File: src/rtl/exu_div_ctl64.sv
// exu_div_ctl64: RV64 restoring divider, one quotient bit per cycle.
// Define DIV_FAST_SMALLNUM_EN to build the small-operand fast path.
package exu_div_pkg;
    typedef struct packed {
        logic valid;
        logic unsign;
        logic rem;
    } div_pkt_t;
endpackage

module exu_div_ctl64
    import exu_div_pkg::*;
(
    input  logic        clk,
    input  logic        rst_l,
    input  logic        active_clk,
    input  logic        scan_mode,
    input  logic        dec_tlu_fast_div_disable,
    input  logic [63:0] dividend,
    input  logic [63:0] divisor,
    input  div_pkt_t    dp,
    input  logic        flush_lower,
    output logic        valid_ff_e1,
    output logic        finish_early,
    output logic        finish,
    output logic        div_stall,
    output logic [63:0] out
);
    typedef enum logic [1:0] {IDLE, E1, RUN, DONE} state_e;

    state_e      state_q, state_d;
    logic [63:0] a_q, b_q, r_q, out_q;
    logic [5:0]  cnt_q;
    logic        rem_q, sa_q, sb_q, valid_q;

    logic        fast, accept, in_e1, last, neg_q;
    logic [63:0] abs_a, abs_b, step_a, step_b, res_norm, res_fast;
    logic [64:0] r_sh, r_sub;
    logic [63:0] step_r;

`ifdef DIV_FAST_SMALLNUM_EN
    logic        unused_ok;
    logic [3:0]  fq, fr;
    assign fq = a_q[3:0] / b_q[3:0];
    assign fr = a_q[3:0] % b_q[3:0];
    assign fast = in_e1 & ~|a_q[63:4] & ~|b_q[63:4] & |b_q[3:0]
                & ~dec_tlu_fast_div_disable;
    assign res_fast = rem_q ? {60'd0, fr} : {60'd0, fq};
    assign unused_ok = &{1'b0, active_clk, scan_mode};
`else
    logic        unused_ok;
    assign fast = 1'b0;
    assign res_fast = '0;
    assign unused_ok = &{1'b0, active_clk, scan_mode,
                         dec_tlu_fast_div_disable};
`endif

    assign in_e1 = (state_q == E1);
    assign last = (state_q == RUN) && (cnt_q == 6'd63);
    assign accept = dp.valid & ~flush_lower
                  & ((state_q == IDLE) | (state_q == DONE) | fast);

    // E1 takes absolute values and performs the first iteration.
    always_comb begin
        abs_a = sa_q ? (~a_q + 64'd1) : a_q;
        abs_b = sb_q ? (~b_q + 64'd1) : b_q;
        step_b = in_e1 ? abs_b : b_q;
        r_sh = in_e1 ? {64'd0, abs_a[63]} : {r_q, a_q[63]};
        r_sub = r_sh - {1'b0, step_b};
        step_r = r_sub[64] ? r_sh[63:0] : r_sub[63:0];
        step_a = in_e1 ? {abs_a[62:0], ~r_sub[64]}
                       : {a_q[62:0], ~r_sub[64]};
        neg_q = (sa_q ^ sb_q) & (|b_q);
        if (rem_q)
            res_norm = sa_q ? (~step_r + 64'd1) : step_r;
        else
            res_norm = neg_q ? (~step_a + 64'd1) : step_a;
    end

    always_ff @(posedge clk) begin
        if (rst_l) state_q <= IDLE;
        else       state_q <= state_d;
    end

    always_comb begin
        state_d = state_q;
        unique case (state_q)
            IDLE:    if (accept) state_d = E1;
            E1:      state_d = fast ? (accept ? E1 : IDLE) : RUN;
            RUN:     if (last) state_d = DONE;
            DONE:    state_d = accept ? E1 : IDLE;
            default: state_d = IDLE;
        endcase
        if (flush_lower) state_d = IDLE;
        finish_early = fast & ~flush_lower;
        finish = finish_early | (state_q == DONE);
        div_stall = (in_e1 & ~fast) | (state_q == RUN);
        out = finish_early ? res_fast : out_q;
        valid_ff_e1 = valid_q;
    end

    always_ff @(posedge clk) begin
        if (rst_l) begin
            a_q     <= '0;
            b_q     <= '0;
            r_q     <= '0;
            out_q   <= '0;
            cnt_q   <= '0;
            rem_q   <= 1'b0;
            sa_q    <= 1'b0;
            sb_q    <= 1'b0;
            valid_q <= 1'b0;
        end else begin
            valid_q <= accept;
            if (flush_lower) begin
                cnt_q <= '0;
            end else begin
                if (finish_early)
                    out_q <= res_fast;
                else if (last)
                    out_q <= res_norm;
                if (accept) begin
                    a_q   <= dividend;
                    b_q   <= divisor;
                    r_q   <= '0;
                    cnt_q <= '0;
                    rem_q <= dp.rem;
                    sa_q  <= ~dp.unsign & dividend[63];
                    sb_q  <= ~dp.unsign & divisor[63];
                end else if ((in_e1 & ~fast) | (state_q == RUN)) begin
                    a_q   <= step_a;
                    b_q   <= step_b;
                    r_q   <= step_r;
                    cnt_q <= in_e1 ? 6'd1 : cnt_q + 6'd1;
                end
            end
        end
    end
endmodule

File: config.mk
export PLATFORM = sky130hd
export DESIGN_NAME = exu_div_ctl64
export DESIGN_NICKNAME = d
export VERILOG_FILES = /design/src/rtl/exu_div_ctl64.sv
export SDC_FILE = /design/constraint.sdc
export NUM_CORES = 1
export LEC_CHECK = 0
export ABC_CLOCK_PERIOD_IN_PS = 9950
export CAP_MARGIN = 40
export CORE_MARGIN = 5
export CORE_UTILIZATION = 30
export DETAILED_ROUTE_END_ITERATION = 16
export PLACE_DENSITY_LB_ADDON = 0.3
export SKIP_LAST_GASP = 1
export SLEW_MARGIN = 10
export SYNTH_ARGS = -nofsm -noshare
export SYNTH_HDL_FRONTEND = slang
export SYNTH_SLANG_ARGS = --single-unit
File: constraint.sdc
create_clock -name clk -period 9.95 [get_ports clk]
set_input_delay 1.99 -clock clk [delete_from_list [all_inputs] [get_ports clk]]
set_output_delay 1.99 -clock clk [all_outputs]
set_load 0.01 [all_outputs]
# Yosys cells after proc, flatten, opt, wreduce, memory -nomap -nowiden
# Index checks and enable logic that the tools add are counted.
# word_totals
rom_bits,0
word_cells,67
ramBits,0
inputBits,137
regBits,268
latchBits,0
memories,0
# op_classes
n_mul,0
reduce_logical,10
muxes,20
n_lt_le_gt_ge,0
eq_ne,6
div,0
n_bitwise,15
n_shift,0
n_addsub,6
# op_table
cell,n
$mux 64,14
$add 64x1->64 const B,4
$not 64->64,4
$mux 65,1
$sub 65x64->65,1
$reduce_or 64->1,1
$pmux 2 s4,1
$reduce_and 2->1,4
$add 6x1->6 const B,1
$eq 6x6->1 const B,1
$mux 6,1
$and 1x1->1,5
$eq 2x2->1 const B,2
$mux 2,2
$ne 2x2->1 const B,2
$not 1->1,3
$reduce_or 3->1,1
$eq 2x1->1 const B,1
$logic_not 2->1,1
$or 1x1->1,2
$reduce_bool 2->1,1
$reduce_or 2->1,1
$logic_and 1x1->1,1
$mux 1,1
$xor 1x1->1,1

# Logic depth before layout (Yosys ltp)
# Gate-level depths: netlist of the first run.
# depth
depth_word,11
ltp_mapped,41
ltp_nobuf,34

# Least setup slack after synthesis of the first run
# Ideal clock, no wire load.
# synth_timing
path_kind,register to register
start,reg b_q[15]
end,reg out_q[60] (netlist: out[60])
setup_ns,0.117
setup_slack_ns,1.318
arrival_time_ns,8.515
stages_incl_launch_ff,38
path_cell_list,dfxtp_1 -> or3_1 -> or4_1 -> or3_1 -> nor4_4 -> and3_1 -> nor2b_1 -> and2_1 -> nand3b_1 -> o41ai_2 -> o21ai_0 -> xnor2_1 -> ha_1 -> nand2_1 -> o21bai_1 -> a2111oi_0 -> a31oi_1 -> nor3_2 -> [... 2 more ...] -> buf_2 -> buf_2 -> buf_2 -> buf_1 -> o21ai_0 -> inv_1 -> ha_1 -> and3_1 -> nand4bb_1 -> or2_2 -> nor4_1 -> a32oi_1 -> or3b_1 -> buf_2 -> nor3_1 -> nand4_1 -> a31oi_1 -> nor2_1
# synth_via
elab_chain_len,11
elab_cells_between_ends,17
classes_between,add/sub: 4; mux: 7; bitwise: 5; reduce/logical: 1
# synth_lines
element,line,source
start: declaration,32,"logic [63:0] a_q, b_q, r_q, out_q;"
start signal: assignment,124,b_q <= divisor;
start signal: assignment,132,b_q <= step_b;
$not 64->64,66,abs_b = sb_q ? (~b_q + 64'd1) : b_q;
$add 64x1->64,66,
$mux 64,66,
$mux 64,67,step_b = in_e1 ? abs_b : b_q;
$sub 65x64->65,69,"r_sub = r_sh - {1'b0, step_b};"
$not 1->1,"71, 72",
$mux 64,71,"step_a = in_e1 ? {abs_a[62:0], ~r_sub[64]}"
$not 64->64,77,res_norm = neg_q ? (~step_a + 64'd1) : step_a;
$add 64x1->64,77,
$mux 64,77,
$mux 64 (*),74,if (rem_q)
end signal: assignment,119,out_q <= res_fast;
end signal: assignment,121,out_q <= res_norm;
end: declaration,32,
# Mark *: on every way between the ends. The rest lies on a longest branch, timed or not.
# A chain may end at the register's enable or synchronous reset.

# Worst setup path in the final report of the first run
# layout_timing
start,reg b_q[15]
end,reg out_q[48] (netlist: out[48])
# Same word-level chain as after synthesis.

==> results of run 1 <==
sequential cells by signal, indices dropped and copies added, names as in the netlist:
register	flops
valid_ff_e1	1
sb_q	1
r_q	64
sa_q	1
rem_q	1
out	64
cnt_q	6
state_q	2
b_q	64
a_q	64
power groups by stage:
stage	sequential (mW)	clock [mW]	combinational (mW)
4_1_cts	1.16	1.41	0.864
6_report	1.16	1.39	0.877
2_1_floorplan	1.16	0	0.597
3_3_place_gp	1.18	0	0.853
3_5_place_dp	1.18	0	0.860
5_1_grt	1.16	1.45	0.953
final cells by class:
| cell class | instances | area (sq um) | area share |
|---|---|---|---|
| clock inverter | 13 | 178 | 0.00632 |
| timing repair buffer | 257 | 2470 | 0.0881 |
| sequential | 268 | 5370 | 0.191 |
| tap | 1050 | 1310 | 0.0468 |
| inverter | 65 | 244 | 0.00868 |
| multi-input combinational | 2839 | 17500 | 0.621 |
| clock buffer | 51 | 1060 | 0.0376 |
cell families after synthesis:
| logic type | Yosys count | share of synthesized area |
|---|---|---|
| AND/OR/NAND/NOR | 1388 | 0.283 |
| flip-flops | 268 | 0.224 |
| multiplexers | 32 | 0.0137 |
| XOR/XNOR | 272 | 0.0994 |
| buffers and inverters | 305 | 0.0507 |
| other | 1 | 0.000156 |
| AO/OA/AOI/OAI | 1072 | 0.290 |
| adder cells (fa/ha/maj) | 74 | 0.0389 |
Yosys cell counts, types with 20 or more instances:
| cell | instances |
|---|---|
| o21a_1 | 20 |
| a31oi_1 | 47 |
| or3_1 | 47 |
| nand3_1 | 50 |
| xnor2_1 | 153 |
| nor2b_1 | 71 |
| nand2_1 | 329 |
| nor4_1 | 40 |
| nor3_1 | 142 |
| o211ai_1 | 33 |
| a22oi_1 | 58 |
| nand2b_1 | 32 |
| o22a_1 | 23 |
| clkbuf_1 | 187 |
| nand4_1 | 48 |
| mux2i_1 | 26 |
| o22ai_1 | 24 |
| a211oi_1 | 77 |
| inv_1 | 64 |
| o21ai_0 | 195 |
| a21oi_1 | 333 |
| ha_1 | 73 |
| and2_1 | 29 |
| and3_1 | 27 |
| xor2_1 | 119 |
| o31ai_1 | 36 |
| nor2_1 | 465 |
| buf_2 | 29 |
| dfxtp_1 | 268 |
| a21o_1 | 28 |
| o21bai_1 | 22 |
what timing repair did:
action,CTS,global route
setup endpoints to repair,0,6
endpoints found under the hold margin,0,0
gates resized for setup,0,2
placed cells by master (no fill, tap or decap), types with 29 or more instances in the layout:
cell and instances:
and2_1 29, nor3_1 142, o21ai_0 194, o31ai_1 36, a211oi_1 77, nand3_1 50
inv_1 63, xor2_1 119, a31oi_1 47, nand4_1 48, clkdlybuf4s50_1 198, or3_1 47
buf_4 52, nor2_1 461, nor4_1 39, ha_1 71, xnor2_1 153, a21oi_1 333
a22oi_1 58, dfxtp_1 266, nand2b_1 31, clkbuf_16 36, nand2_1 329, nor2b_1 70
o211ai_1 33
per-stage QoR:
step / cells / hold WS (ps)
detailed placement: 4479 / 449
global placement: 4473 / 438
finish: 4543 / 457
floorplan: 3412 / 427
CTS: 4543 / 458
global route: 4543 / 482
worst max-delay path, delay by kind of cell, from the launching register on:
kind / cells / cell delay, ps
simple gates: 21 / 5540
flops: 1 / 340
compound gates: 7 / 1830
buf+inv: 3 / 340
xor+xnor: 2 / 390
fa+ha+maj: 2 / 660
metal layers:
metal / GRT usage / vias to the layer above / wire length [um]
met5: 0 / - / 0
met4: 0.0659 / 0 / 3230
met3: 0.0262 / 144 / 5780
met2: 0.357 / 901 / 45700
met1: 0.300 / 12500 / 44100
li1: - / 12600 / -
worst max-delay path by stage:
stage / cells past startpoint / end / slack [ps]
after CTS: 35 / out[54] / 690
after detailed placement: 35 / out[54] / 730
after global placement: 33 / out[54] / 730
final: 35 / out[48] / 770
after floorplan: 37 / out[60] / 1320
after global routing: 35 / out[54] / 40
==> results.md, run 1 <==
* WL/cell at 21.8 um
* R2R depth at 35
* GPL Wtd Cong at 0.947
* Cell at the root of the clock tree: clkbuf_16
* TNS Setup at 0 ps
* Total track usage at 0.217
* Pwr dens at 122 mW/mm^2
* Final core utilization at 0.355
* Critical Path RT at 10430 ps
* Top FF cell, synth: dfxtp_1
* Switching Fraction at 0.344
* Clock buffer depth at 3
* Max transition margin at 0.358
* Seq cells post-synth at 268
* Fmax at 0.109 GHz
* Final instance area at 0.0281 sq mm
* CP max-delay cell: or3b_1
* Filler Cell Count at 8539
* Sequential power share at 0.338
* Worst Setup Path Type: reg -> reg
* Die area at 0.0857 sq mm
* Post-CTS Setup Repair Bufs at 0
* Mapped Cells at 3412
* Setup slack, reg-to-reg at 770 ps
* Largest net degree at the start of global routing at 75
* Ys async rst share at 0
* Hold EP: r_q[60]
* Arrival @ worst endpoint at 9650 ps
* Cts hold-fix bufs at 0
* Tmin final at 9180 ps
* CTS tree: built
* Clock Skew at 32.8 ps
* GR Overflow Total at 0
* Worst skew pair latency at 580 ps
* Cell row count at 103
* Antenna Violating Nets Remaining at 0
* Power Internal at 2.24 mW
* Via count at 26100
* DP Wirelength at 75100 um
* Slowest stage delay, CP at 590 ps
* Clock network fraction of total power at 0.406
* Avg Vias per Cell at 5.74
* RSZ-0062 raised after global routing: no
* Top cells by area, synth: dfxtp_1 22%, nor2_1 7.3%, a21oi_1 7.0%
* Synth Cell Area at 0.0240 sq mm
* H-tree depth at 2
* Yosys warns at 0
* Slew Viols, Final at 0
* Hold Path Class: reg -> reg
* Die W at 293 um
* Status: completed
* Peak supply drop at 0.0928 mV
* I/O pin cnt at 205
* Core area at 0.0791 sq mm
* Most used cell, CP: a21oi_1
* Logic gate share of total power at 0.256
* Pwr Total at 3.42 mW
* FF-to-FF Start: b_q[15]
* Number of flops mapped to enable cells by yosys at 0
* Antenna Cells at 0
* Hold path start: r_q[60]
* Worst slack at placement at 729 ps
* Switch Pwr at 1.18 mW
* Count of final hold-check violations at 0
* Reg2Reg Capture Point: out[48]
* CP max FO at 8
* CP startpoint: b_q[15]
* Worst Max-Slew Pin Slew at 957 ps
* Vias in the first global route at 24200
* Syn avg cell area at 7.03 sq um
* Synth-to-Final Area Change at 17.2%
* DRC violations left at 0
* Clk sinks at 268
* Initial antenna violation count at 0
* First-pass GRT wire length at 149000 um
* Leakage at 10.4 nW
* DRT iter0 DRCs at 2228
* Layout cells sized above 1 at 0.0598
* Starting Density at 0.303
* Final Net Count at 3678
* Post-Route WL at 98800 um
* Maxcap violations at 0
* TritonCTS Buffers at 36
* Mapped Nets at 3623
* Top cell type's share of synthesized area at 0.224
* Clk slew on worst S/H paths at 60 ps
* CP Launch Type: flop
* Crit. End Element: flop
* First-pass DRT Iterations at 7
* Yosys cell types at 106
* Placed instance area at 0.0268 sq mm
* Worst hold stages at 2
* Vert. Die Dim at 293 um
* Final WS setup at 773 ps
* Period utilisation layout at 0.922
* Area leader, netlist: dfxtp_1
* Port bufs at 200
* Sequential area share after synthesis at 0.224
* Setup violators final at 0
Note: power is estimated with default switching activity, not from simulation.
==> run 2: changes to the inputs <==
Settings changed: RECOVER_POWER from default to 25.
==> run 2 against run 1 <==
- the flow now finishes with violations (capacitance limit, slew limit)
- first-iteration DRC count is 1.0% higher
- worst setup slack worse by 1.6 ps
- non-clock buffer count stayed put
- critical path type unchanged
- largest power group unchanged
- highest routed layer unchanged
==> results.md, run 2 (synthesis results as in run 1) <==
* Post-CTS Setup Repair Bufs at 0
* Antenna Cells at 0
* Commonest non-fill, non-tap cell in the layout: nor2_1
* Synth-to-Final Area Change at 17.1%
* CTS tree: built
* FF-to-FF Start: b_q[15]
* Commonest cells after routing, fill and taps aside: 461 x nor2_1, 333 x a21oi_1, 329 x nand2_1
* Setup violators final at 0
* DP Wirelength at 75100 um
* Total track usage at 0.217
* Clock buffer depth at 3
* Initial antenna violation count at 0
* Failing checks: capacitance limit, slew limit
* WL/cell at 21.8 um
* I/O pin cnt at 205
* TNS Setup at 0 ps
* CP max FO at 8
* Slowest stage delay, CP at 590 ps
* First-pass GRT wire length at 149000 um
* Peak supply drop at 0.0918 mV
* Vert. Die Dim at 293 um
* Layout cells sized above 1 at 0.0584
* Die W at 293 um
* Clk sinks at 268
* Hold Path Class: reg -> reg
* Worst Setup Path Type: reg -> reg
* Core area at 0.0791 sq mm
* Port bufs at 200
* Via count at 26000
* Vias in the first global route at 24200
* DRT iter0 DRCs at 2251
* Reg2Reg Capture Point: out[54]
* Most used cell, CP: a21oi_1
* Setup slack, reg-to-reg at 770 ps
* Status: finished, violations left
* Tmin final at 9180 ps
* CP max-delay cell: or3b_1
* Leakage at 10.6 nW
* TritonCTS Buffers at 36
* Starting Density at 0.303
* Placed instance area at 0.0268 sq mm
* Arrival @ worst endpoint at 9660 ps
* Fmax at 0.109 GHz
* GPL Wtd Cong at 0.947
* Maxcap violations at 3
* Cell at the root of the clock tree: clkbuf_16
* Max transition margin at -1.29
* Final Net Count at 3678
* First-pass DRT Iterations at 6
* Die area at 0.0857 sq mm
* R2R depth at 35
* Critical Path RT at 10430 ps
* Hold EP: r_q[60]
* Pwr dens at 122 mW/mm^2
* DRC violations left at 0
* Avg Vias per Cell at 5.72
* Antenna Violating Nets Remaining at 0
* Period utilisation layout at 0.922
* Post-Route WL at 98800 um
* Largest net degree at the start of global routing at 75
* Clk slew on worst S/H paths at 60 ps
* Crit. End Element: flop
* Cell row count at 103
* GR Overflow Total at 0
* Worst Max-Slew Pin Slew at 3430 ps
* Hold path start: r_q[60]
* CP Launch Type: flop
* Slew Viols, Final at 109
* Clock Skew at 30.8 ps
* Final instance area at 0.0281 sq mm
* RSZ-0062 raised after global routing: no
* Worst skew pair latency at 570 ps
* Count of final hold-check violations at 0
* H-tree depth at 2
* Worst hold stages at 2
* Pwr Total at 3.42 mW
## run 2: cell types whose count changed in the layout (fill, tap and decap cells not counted)
cell / change
clkdlybuf4s50_1: -51
dlygate4sd3_1: +51
clkbuf_1: +5
buf_4: -4
buf_2: -1
## run 2: what timing repair did
action / in CTS / in global routing
gates resized for setup: 0 / 2
endpoints found under the setup margin: 0 / 6
hold buffers: 0 / 0
## run 2: through the flow
| step | util | setup WS [ps] | hold slack [ps] | cells |
|---|---|---|---|---|
| after floorplan | - | 1320 | 427 | 3412 |
| after global placement | 0.338 | 734 | 438 | 4473 |
| after detailed placement | 0.339 | 729 | 449 | 4479 |
| after CTS | 0.355 | 687 | 458 | 4543 |
| after global routing | 0.355 | 44.9 | 482 | 4543 |
| final | 0.355 | 772 | 456 | 4543 |
## run 2: cell type report
cell class                      instances  area, sq um
Tap cell                             1050         1310
Multi-Input combinational cell       2839        17500
Inverter                               65          244
Clock buffer                           51         1060
Sequential cell                       268         5370
Fill cell                            8539        51100
Clock inverter                         13          178
Timing Repair Buffer                  257         2460
## run 2: worst max-delay path, delay by kind of cell, from the launching register on
family / cells / cell delay [ps]
compound gates: 7 / 1630
xor+xnor: 2 / 330
fa+ha+maj: 2 / 650
buf+inv: 3 / 340
flops: 1 / 340
simple gates: 21 / 5790
## run 2: worst max path at each step
| stage | start | to | slack (ps) | cells after the start |
|---|---|---|---|---|
| final | b_q[15] | out[54] | 770 | 35 |
| after global routing | b_q[15] | out[54] | 40 | 35 |
| after CTS | b_q[15] | out[54] | 690 | 35 |
| after detailed placement | b_q[15] | out[54] | 730 | 35 |
| after global placement | b_q[15] | out[54] | 730 | 33 |
| after floorplan | b_q[15] | out[60] | 1320 | 37 |
## run 2: where the power goes
group	internal, mW	switching, mW	total (mW)
sequential	1.11	0.0506	1.16
clock	0.824	0.562	1.39
combinational	0.312	0.565	0.877
## run 2: per-layer routing
metal	GRT usage	share of wire	up-vias
met5	0	0	-
met1	0.300	0.45	12400
met4	0.0659	0.033	0
met2	0.357	0.46	881
li1	-	-	12600
met3	0.0262	0.059	151
